**src/rtl/fetch_queue.sv**
```systemverilog
// fetch_queue
//   IF/ID boundary: a DEPTH-entry circular instruction queue feeding the
//   ID-facing output register. Fetch keeps running while ID stalls, a bubble
//   (all zeros) is presented when no instruction is available, and a flush
//   discards everything held in the queue and in the output register.
//
// Ports
//   clk       : single clock, all state updates on the rising edge
//   rst       : synchronous, active-high reset (takes priority over flush)
//   if_valid  : IF presents an instruction this cycle
//   if_pc     : PC of the presented instruction
//   if_inst   : presented instruction word
//   if_ready  : queue can accept (count != DEPTH), from registered state only
//   id_stall  : ID holds; the output register keeps its value
//   flush     : discard queue and output register, drop a concurrent fetch
//   id_valid  : id_pc/id_inst carry a real instruction
//   id_pc     : PC to ID, zero on a bubble
//   id_inst   : instruction to ID, zero on a bubble
//   count     : queue occupancy, not counting the output register
module fetch_queue #(
    parameter int DEPTH  = 4,
    parameter int ADDR_W = 32,
    parameter int INST_W = 32,
    parameter int BYPASS = 1
) (
    input  logic                       clk,
    input  logic                       rst,
    input  logic                       if_valid,
    input  logic [ADDR_W-1:0]          if_pc,
    input  logic [INST_W-1:0]          if_inst,
    output logic                       if_ready,
    input  logic                       id_stall,
    input  logic                       flush,
    output logic                       id_valid,
    output logic [ADDR_W-1:0]          id_pc,
    output logic [INST_W-1:0]          id_inst,
    output logic [$clog2(DEPTH+1)-1:0] count
);

    localparam int PTR_W = $clog2(DEPTH);
    localparam int CNT_W = $clog2(DEPTH+1);
    localparam int ENT_W = ADDR_W + INST_W;
    localparam logic [CNT_W-1:0] FULL_CNT = CNT_W'(DEPTH);

    logic [ENT_W-1:0]  mem_q [DEPTH];

    logic [PTR_W-1:0]  wr_ptr_q, wr_ptr_d;
    logic [PTR_W-1:0]  rd_ptr_q, rd_ptr_d;
    logic [CNT_W-1:0]  count_q,  count_d;
    logic              id_valid_q, id_valid_d;
    logic [ADDR_W-1:0] id_pc_q,    id_pc_d;
    logic [INST_W-1:0] id_inst_q,  id_inst_d;

    logic push;
    logic pop;
    logic bypass;
    logic wr_en;

    // Full/empty come from the registered count only, so if_ready has no
    // combinational dependence on id_stall or flush.
    assign if_ready = (count_q != FULL_CNT);

    always_comb begin
        push   = if_valid && if_ready && !flush;
        pop    = !id_stall && (count_q != '0) && !flush;
        // An empty queue with ID free lets the fetch skip the queue entirely.
        bypass = (BYPASS != 0) && !id_stall && (count_q == '0) && push;
        wr_en  = push && !bypass;
    end

    always_comb begin
        wr_ptr_d   = wr_ptr_q;
        rd_ptr_d   = rd_ptr_q;
        count_d    = count_q;
        id_valid_d = id_valid_q;
        id_pc_d    = id_pc_q;
        id_inst_d  = id_inst_q;

        if (flush) begin
            // Bubble is forced even while ID is stalled.
            wr_ptr_d   = '0;
            rd_ptr_d   = '0;
            count_d    = '0;
            id_valid_d = 1'b0;
            id_pc_d    = '0;
            id_inst_d  = '0;
        end else begin
            if (wr_en) begin
                wr_ptr_d = wr_ptr_q + PTR_W'(1);
            end
            if (pop) begin
                rd_ptr_d = rd_ptr_q + PTR_W'(1);
            end
            count_d = count_q + CNT_W'(wr_en) - CNT_W'(pop);

            if (!id_stall) begin
                if (pop) begin
                    {id_pc_d, id_inst_d} = mem_q[rd_ptr_q];
                    id_valid_d           = 1'b1;
                end else if (bypass) begin
                    id_pc_d    = if_pc;
                    id_inst_d  = if_inst;
                    id_valid_d = 1'b1;
                end else begin
                    id_pc_d    = '0;
                    id_inst_d  = '0;
                    id_valid_d = 1'b0;
                end
            end
        end
    end

    always_ff @(posedge clk) begin
        if (rst) begin
            wr_ptr_q   <= '0;
            rd_ptr_q   <= '0;
            count_q    <= '0;
            id_valid_q <= 1'b0;
            id_pc_q    <= '0;
            id_inst_q  <= '0;
        end else begin
            wr_ptr_q   <= wr_ptr_d;
            rd_ptr_q   <= rd_ptr_d;
            count_q    <= count_d;
            id_valid_q <= id_valid_d;
            id_pc_q    <= id_pc_d;
            id_inst_q  <= id_inst_d;
        end
    end

    // Storage is never read before being written, so it carries no reset.
    always_ff @(posedge clk) begin
        if (wr_en) begin
            mem_q[wr_ptr_q] <= {if_pc, if_inst};
        end
    end

    assign id_valid = id_valid_q;
    assign id_pc    = id_pc_q;
    assign id_inst  = id_inst_q;
    assign count    = count_q;

endmodule

```
**config.mk**
```make
export PLATFORM = sky130hd
export DESIGN_NAME = fetch_queue
export DESIGN_NICKNAME = d
export VERILOG_FILES = /design/src/rtl/fetch_queue.sv
export SDC_FILE = /design/constraint.sdc
export NUM_CORES = 1
export LEC_CHECK = 0
export ABC_AREA = 1
export CORE_MARGIN = 2
export CORE_UTILIZATION = 45
export DETAILED_ROUTE_END_ITERATION = 10
export PLACE_DENSITY = 0.68
export SLEW_MARGIN = 20
export SYNTH_ARGS = -nofsm -noshare
export SYNTH_HDL_FRONTEND = slang
export SYNTH_SLANG_ARGS = --single-unit
```
**constraint.sdc**
```tcl
create_clock -name clk -period 4.3 [get_ports clk]
set_input_delay 0.86 -clock clk [delete_from_list [all_inputs] [get_ports clk]]
set_output_delay 0.86 -clock clk [all_outputs]
set_load 0.005 [all_outputs]
```
Yosys cells after proc, flatten, opt, wreduce, memory -nomap -nowiden --
Memories as Yosys holds them, arrays and structs flattened. A register that Yosys moved wholly into a read port is not among the register bits. Cells that the tools add are included.
Word-level totals: RAM bits 256, input port bits 69, memories 1, flip-flop bits (word level) 72
Memories:
- mem_q | depth 4, bits a word 64, rd ports 1, clocked after Yosys merged registers in 1, write ports 1, RTL line 45 | logic [ENT_W-1:0] mem_q [DEPTH];
Cells by class: $add $sub $neg 4, muxes and demuxes 10, eq/ne operators 1, reductions and logical operators 13
Operator list (number):
- $mux 32 | 4
- $logic_and 1x1->1 | 7
- $add 2x1->2 const B | 2
- $mux 1 | 4
- $mux 2 | 2
- $add 3x1->3 | 1
- $logic_not 1->1 | 3
- $logic_not 3->1 | 1
- $ne 3x3->1 const B | 1
- $reduce_bool 3->1 | 1
- $sub 3x1->3 | 1
- $reduce_or 2->1 | 1

Depth between registers and ports, before layout --
Gate-level depths: netlist of the first run.
word-level depth 8, gate-level depth with buffers 14, depth with buffers taken out 13

Worst setup path before layout of the first run --
Ideal clock, no wire load.
path kind input-to-reg, start point input port flush, end point memory mem_q[0][0] (netlist name) (enable), path slack -221 ps, cell stages on the path 6, data arrival time 4034 ps, path through inv_1 nand2_1 a21oi_4 buf_6 nand2_2 nor2_1
Between the ends: cells in the longest elaborated chain, start to end 7
Ends and longest elaborated chain:
- from (decl) | RTL line 33 | input logic flush,
- $logic_not 1->1 * | RTL line 64 | push = if_valid && if_ready && !flush;
- $logic_and 1x1->1 * | RTL line 64
- $logic_and 1x1->1 | RTL line 67 | bypass = (BYPASS != 0) && !id_stall && (count_q == '0) && push;
- $logic_not 1->1 | RTL line 68 | wr_en = push && !bypass;
- $logic_and 1x1->1 * | RTL line 68
- $mux 1 * | RTL line 133 | if (wr_en) begin
- $mux 1 (not written as such) * | RTL line 134 | mem_q[wr_ptr_q] <= {if_pc, if_inst};
- to (decl) | RTL line 45
Every way passes the cells marked *; elsewhere a longest branch is shown, timed or not.

Final worst setup path of the first run --
start point input port flush, end point register count_q[2], in the netlist count[2]
Between the ends: cells in the longest elaborated chain, start to end 7, elaborated cells between the ends (all ways) 9, those cells by class 2 x add/sub; 7 x reduce/logical
Ends and longest elaborated chain:
- $logic_not 1->1 | RTL line 64, 65
- $logic_and 1x1->1 | RTL line 64
- $logic_and 1x1->1 | RTL line 67
- $logic_not 1->1 | RTL line 68
- $logic_and 1x1->1 | RTL line 68
- $add 3x1->3 | RTL line 94 | count_d = count_q + CNT_W'(wr_en) - CNT_W'(pop);
- $sub 3x1->3 | RTL line 94
- to (signal assigned) | RTL line 124 | count_q <= count_d;
- to (decl) | RTL line 49 | logic [CNT_W-1:0] count_q, count_d;
Several ways; a longest one is shown, not always the timed one. A chain may end at the register's enable or synchronous reset.

==> results of run 1 <==
-- cell type report --
cell class | count | area share
well taps | 402 | 0.02916
clock inverters | 11 | 0.005948
flip-flops and latches | 330 | 0.5318
clock buffers | 52 | 0.06042
multi-input cells | 810 | 0.2112
repair buffers | 156 | 0.08748
inverters | 339 | 0.07392
-- metal layers --
| metal | track usage | part of all wire | vias to the layer above |
|---|---|---|---|
| met2 | 0.3301 | 0.48 | 238 |
| met5 | 0 | 0 | - |
| li1 | - | - | 5059 |
| met3 | 0.03249 | 0.046 | 33 |
| met4 | 0.04672 | 0.014 | 0 |
| met1 | 0.2514 | 0.46 | 4858 |
-- final timing paths --
kind,end,cells past startpoint,slack [ns]
max reg2reg,count[2],13,1.94
min reg2reg,flop,2,0.45
min,flop,2,0.45
max,count[2],13,1.59
-- worst register-to-register path: cells and delay by family, from the launching register on --
kind | cells | cell delay (ns)
fa+ha+maj | 3 | 0.80
buf+inv | 4 | 0.23
simple gates | 4 | 0.60
compound gates | 2 | 0.26
flops | 1 | 0.40
-- cell usage after synthesis --
cell,count,share of area
a21oi_1,5,0.0017
nor2_8,1,0.0014
inv_2,3,0.00078
clkbuf_1,10,0.0026
xnor2_1,1,0.00060
dfxtp_1,74,0.10
edfxtp_1,256,0.53
a21oi_4,2,0.0022
fa_1,1,0.0014
a21oi_2,1,0.00060
ha_1,6,0.0052
nor2_1,11,0.0028
buf_4,3,0.0016
buf_2,47,0.016
nand3_2,20,0.014
nor2_4,1,0.00078
inv_1,336,0.087
buf_1,3,0.00078
o21ai_0,4,0.0014
nand2_2,2,0.00086
buf_8,2,0.0021
buf_6,11,0.0085
nand2_1,518,0.13
nand3_1,237,0.082
-- cells in the final DEF, fill, tap and decap left out, types with 3 or more instances in the layout --
| cell | count |
|---|---|
| a21oi_1 | 5 |
| ha_1 | 6 |
| buf_4 | 19 |
| o21ai_0 | 4 |
| nand2_1 | 518 |
| clkbuf_1 | 9 |
| clkinv_2 | 7 |
| nand3_2 | 20 |
| clkbuf_16 | 37 |
| clkdlybuf4s50_1 | 136 |
| nor2_1 | 6 |
| nand3_1 | 237 |
| inv_1 | 335 |
| edfxtp_1 | 256 |
| clkbuf_8 | 6 |
| inv_2 | 3 |
| dfxtp_1 | 72 |
| nor2_4 | 6 |
-- logic make-up after synthesis --
kind of cell / synth area share
DFF: 0.6320
buffers and inverters: 0.1194
and+or+nand+nor: 0.2354
AOI/OAI and AO/OA: 0.005951
xor gates and xnor gates: 0.0006038
adders and majority gates: 0.006554
-- flip-flops by register name (all words and copies together), names as in the netlist, named ones only --
name,flops
rd_ptr_q,2
mem_q,256
wr_ptr_q,2
count,3
id_pc,32
id_valid,1
id_inst,32
-- metrics by stage --
step                      hold slack, ns  setup TNS, ns
final                             0.4539              0
after detailed placement          0.4458              0
after floorplan                   0.4368         -56.49
after global routing              0.4882              0
after global placement            0.4383              0
after CTS                         0.4548              0
-- power by group through the flow --
| stage | registers, mW | logic, mW | clock network [mW] |
|---|---|---|---|
| final | 3.49 | 0.317 | 2.97 |
| after global routing | 3.49 | 0.349 | 3.15 |
| after CTS | 3.49 | 0.318 | 3.02 |
| after detailed placement | 3.56 | 0.316 | 0 |
| after global placement | 3.55 | 0.308 | 0 |
| after floorplan | 3.56 | 0.155 | 0 |
==> results.json, run 1 <==
{
  "drive_gt1_frac": 0.06478,
  "final_util": 0.5452,
  "wire_per_inst_um": 15.27,
  "n_fill_cell": 2703,
  "path_class": "in2reg",
  "power_density_nw_per_um2": 392.5,
  "crit_required_ns": 4.73,
  "seqCellArea_um2": 9174,
  "wl_mm": 32.07,
  "remaining_drc_errors": 0,
  "slew_violations": 0,
  "grt_pass1_wl_mm": 50.99,
  "fp.dieH_um": 183.6,
  "setup_ws_ns": 1.594,
  "ir_worst_vdd_uv": 210.4,
  "clkSinkCount": 330,
  "path_clk_slew_ns": 0.06,
  "insertion_delay_ns": 0.50,
  "hpwl_mm": 18.01,
  "fmax_mhz": 369.5,
  "critPathLaunchType": "primary input",
  "min_period_ns": 2.706,
  "holdBufCountCts": 0,
  "grt_max_degree": 75,
  "clockPowerShare": 0.438,
  "syn_inst": 1555,
  "relSlewSlack": 0.3434,
  "p_seq_frac": 0.515,
  "slowest_delay_ns": 0.45,
  "synth_fp_nets": 1631,
  "cts_tree": "done",
  "placed_cells_incl_taps": 2037,
  "viasPerCell": 4.851,
  "cts_buffer_depth": 3,
  "slowest_stage": "clkdlybuf4s50_1",
  "via_count": 10190,
  "crit_fanout": 8,
  "hold_class": "reg2reg",
  "worst_slew_pin_slew_ns": 0.9835,
  "power_mw": 6.771,
  "yosysUniqueCellTypes": 24,
  "critPathTopFamily": "adder cells",
  "syn-cell-area_um2": 14510,
  "multiInputGateArea_um2": 3643,
  "cts_setup_buffers": 0,
  "combPwrFrac": 0.047,
  "drtAntennaViolNets": 0,
  "cts_root_buf": "clkbuf_16",
  "setup_viol": 0,
  "syn_avg_cell_area_um2": 9.330,
  "dpl_cell_area_um2": 16100,
  "cp.arrival_ns": 3.14,
  "switching_share": 0.2036,
  "worstPathCellList": "clkdlybuf4s50_1, inv_1, nand2_1, a21oi_4, nand2_2, ha_1, inv_1, ha_1, inv_1, fa_1, inv_1, o21ai_0, a21oi_1",
  "power.leakage_nw": 7.835,
  "syn_to_final_growth_pct": 18.90,
  "ys_seq_area_frac": 0.6320,
  "numPortBuffers": 137,
  "first_global_vias": 9956,
  "initial_utilization": 0.4586,
  "fin_worst_skew_ns": 0.008745,
  "rsz0062_at_grt": "no",
  "yosysWarnings": 0,
  "boundaryPins": 138,
  "drt_first_pass_iters": 5,
  "cpMostUsedCell": "inv_1",
  "pre_cts_ws_ns": 1.105,
  "drt_iter0_drc": 750,
  "final_area_um2": 17250,
  "post_cts_resize_count": 0,
  "antenna_cells": 0,
  "grt_usage": 0.1911,
  "cp.buffers_inverters": 5,
  "p_sw_mw": 1.379,
  "overflow": 0,
  "dieArea_um2": 33690,
  "crit_start": "flush",
  "p_int_mw": 5.392,
  "worstHoldStart": "rd_ptr_q[1]",
  "hold_violations": 0,
  "synth-seq-cells": 330,
  "nets": 1748,
  "h-tree-depth": 2,
  "core_area_um2": 31640,
  "die_x_um": 183.6,
  "antenna_found_initial": 0,
  "reg2reg_from": "count[1]",
  "final_cells": 2100,
  "cts_buffers": 35,
  "end_kind": "flop",
  "fin_crit_sh": 0.6294,
  "gp_congestion": 0.7068,
  "cap_violations": 0,
  "status": "finished, final reports clean",
  "row_count": 65
}
Note: power is estimated with default switching activity, not from simulation.
==> run 2: changes to the inputs <==
--- a/config.mk
+++ b/config.mk
@@ -9,7 +9,7 @@
 export CORE_MARGIN = 2
 export CORE_UTILIZATION = 45
 export DETAILED_ROUTE_END_ITERATION = 10
-export PLACE_DENSITY = 0.68
+export PLACE_DENSITY = 0.65
 export SLEW_MARGIN = 20
 export SYNTH_ARGS = -nofsm -noshare
 export SYNTH_HDL_FRONTEND = slang
==> constraint.sdc (replaced) <==
create_clock -name clk -period 2.5 [get_ports clk]
set_input_delay 0.5 -clock clk [delete_from_list [all_inputs] [get_ports clk]]
set_output_delay 0.5 -clock clk [all_outputs]
set_load 0.005 [all_outputs]
==> run 2 against run 1 <==
Against the previous run:
- sequential power grew 72%
- register-to-register slack lost 1.5 ns
- worst setup slack lost 1.3 ns
- combinational power grew 77%
- clock power grew 68%
- final cell count grew 0.43%
- hold slack gained 0.0053 ns
- clock-buffer cell count shrank 2
- via count shrank 1.1%
- utilization grew 0.77 points
- die area is the same
- global-route usage shrank 0.34 points
- critical endpoint is now if_ready
- largest power group unchanged
==> results.json, run 2 (synthesis results as in run 1) <==
{
  "status": "finished, final reports clean",
  "initial_utilization": 0.4586,
  "power.leakage_nw": 7.914,
  "crit_start": "count[1]",
  "dpl_cell_area_um2": 16380,
  "die_x_um": 183.6,
  "h-tree-depth": 2,
  "power_density_nw_per_um2": 659.6,
  "min_period_ns": 2.189,
  "drt_first_pass_iters": 5,
  "hold_class": "reg2reg",
  "fin_tns_setup_ns": 0,
  "routed.top_layer": "met4",
  "slowest_stage": "dfxtp_1",
  "fmax_mhz": 456.8,
  "cts_setup_buffers": 0,
  "pre_cts_ws_ns": -0.02352,
  "crit_cells": 3,
  "wl_met3_mm": 1.480,
  "drt_iter0_drc": 620,
  "largest_reg_flops": 256,
  "numPortBuffers": 137,
  "critPathLaunchType": "flop",
  "cp.arrival_ns": 1.69,
  "crit_fanout": 4,
  "critPathTopFamily": "flip-flops",
  "reg2reg_from": "count[1]",
  "worst_slew_pin_slew_ns": 0.9601,
  "boundaryPins": 138,
  "drtAntennaViolNets": 0,
  "wl_met2_mm": 14.89,
  "r2r-end": "count[2]",
  "nets": 1757,
  "via_count": 10080,
  "final_common_cell": "nand2_1",
  "dieArea_um2": 33690,
  "setup_ws_ns": 0.3110,
  "wire_per_inst_um": 14.79,
  "antenna_cells": 0,
  "cts_tree": "done",
  "cp.buffers_inverters": 1,
  "cts_buffer_depth": 3,
  "core_area_um2": 31640,
  "mostFrequentLayoutCells": "518 x nand2_1, 335 x inv_1, 256 x edfxtp_1",
  "clkSinkCount": 330,
  "wl_met1_mm": 14.27,
  "wl_mm": 31.20,
  "placed_cells_incl_taps": 2045,
  "setup_viol": 0,
  "drive_gt1_frac": 0.06913,
  "row_count": 65,
  "slew_violations": 0,
  "cts_buffers": 36,
  "cap_violations": 0,
  "post_cts_resize_count": 0,
  "antenna_found_initial": 0,
  "hpwl_mm": 17.74,
  "first_global_vias": 9796,
  "gp_congestion": 0.7436,
  "grt_pass1_wl_mm": 50.12,
  "relSlewSlack": 0.3599,
  "remaining_drc_errors": 0,
  "worstPathCellList": "nor2_8, nand2_1, clkdlybuf4s50_1",
  "final_cells": 2109,
  "crit_required_ns": 2.00,
  "fin_worst_skew_ns": 0.008656,
  "hold_violations": 0,
  "crit_end": "if_ready",
  "fin_crit_sh": 0.8756,
  "top_register": "mem_q",
  "path_clk_slew_ns": 0.06,
  "fp.dieH_um": 183.6,
  "rsz0062_at_grt": "no",
  "slowest_delay_ns": 0.52,
  "syn_to_final_growth_pct": 20.57,
  "viasPerCell": 4.779,
  "end_kind": "output pin",
  "holdBufCountCts": 0,
  "path_class": "reg2out",
  "final_area_um2": 17490,
  "ir_worst_vdd_uv": 399.3,
  "r2r_slack_ns": 0.43,
  "worstHoldStart": "rd_ptr_q[1]",
  "cts_root_buf": "clkbuf_16",
  "reg2reg_depth": 11,
  "power_mw": 11.54,
  "grt_usage": 0.1877,
  "grt_max_degree": 129,
  "overflow": 0,
  "insertion_delay_ns": 0.51
}
-- run 2: changes by cell type in the layout (fill, tap and decap cells not counted), sizes merged --
cell	previous run	this run
buf	20	28
clkinv	9	10
clkinvlp	0	1
inv	339	341
bufinv	2	1
clkbuf	52	50
-- run 2: where the power goes --
part           switching, mW  internal [mW]  total (mW)
Sequential            0.0220           5.97        6.00
Combinational          0.335          0.225       0.560
Clock                   2.06           2.93        4.98
Total                   2.41           9.13        11.5
-- run 2: layer usage --
| layer | up-vias | GRT usage |
|---|---|---|
| met3 | 41 | 0.02952 |
| met1 | 4754 | 0.2477 |
| met4 | 0 | 0.04608 |
| met2 | 197 | 0.3250 |
| li1 | 5087 | - |
| met5 | - | 0 |
-- run 2: worst reg2reg max path, stage by stage, from the launching register on --
cell	delay (ns)
dfxtp_1	0.52
nor2_8	0.10
a21oi_4	0.15
nand2_2	0.07
ha_1	0.29
inv_1	0.06
ha_1	0.13
inv_1	0.05
fa_1	0.38
inv_1	0.07
o21ai_0	0.08
a21oi_1	0.12
-- run 2: cell type report --
type | count | area [um^2]
Clock inverter | 14 | 110.1
Sequential cell | 330 | 9174
Inverter | 339 | 1275
Clock buffer | 50 | 1005
Multi-Input combinational cell | 810 | 3643
Fill cell | 2744 | 14140
Tap cell | 402 | 503.0
Timing Repair Buffer | 164 | 1782
-- run 2: worst min-delay path by stage --
stage,endpoint,slack (ns),cells after the start
global placement,flop,0.44,2
global route,flop,0.48,2
finish,flop,0.46,2
detailed placement,flop,0.45,2
floorplan,flop,0.44,2
CTS,flop,0.46,2
-- run 2: through the flow --
step                hold WS, ns  utilization
detailed placement       0.4515       0.5177
CTS                      0.4597       0.5529
finish                   0.4592       0.5529
floorplan                0.4368            -
global route             0.4803       0.5529
global placement         0.4412       0.5177
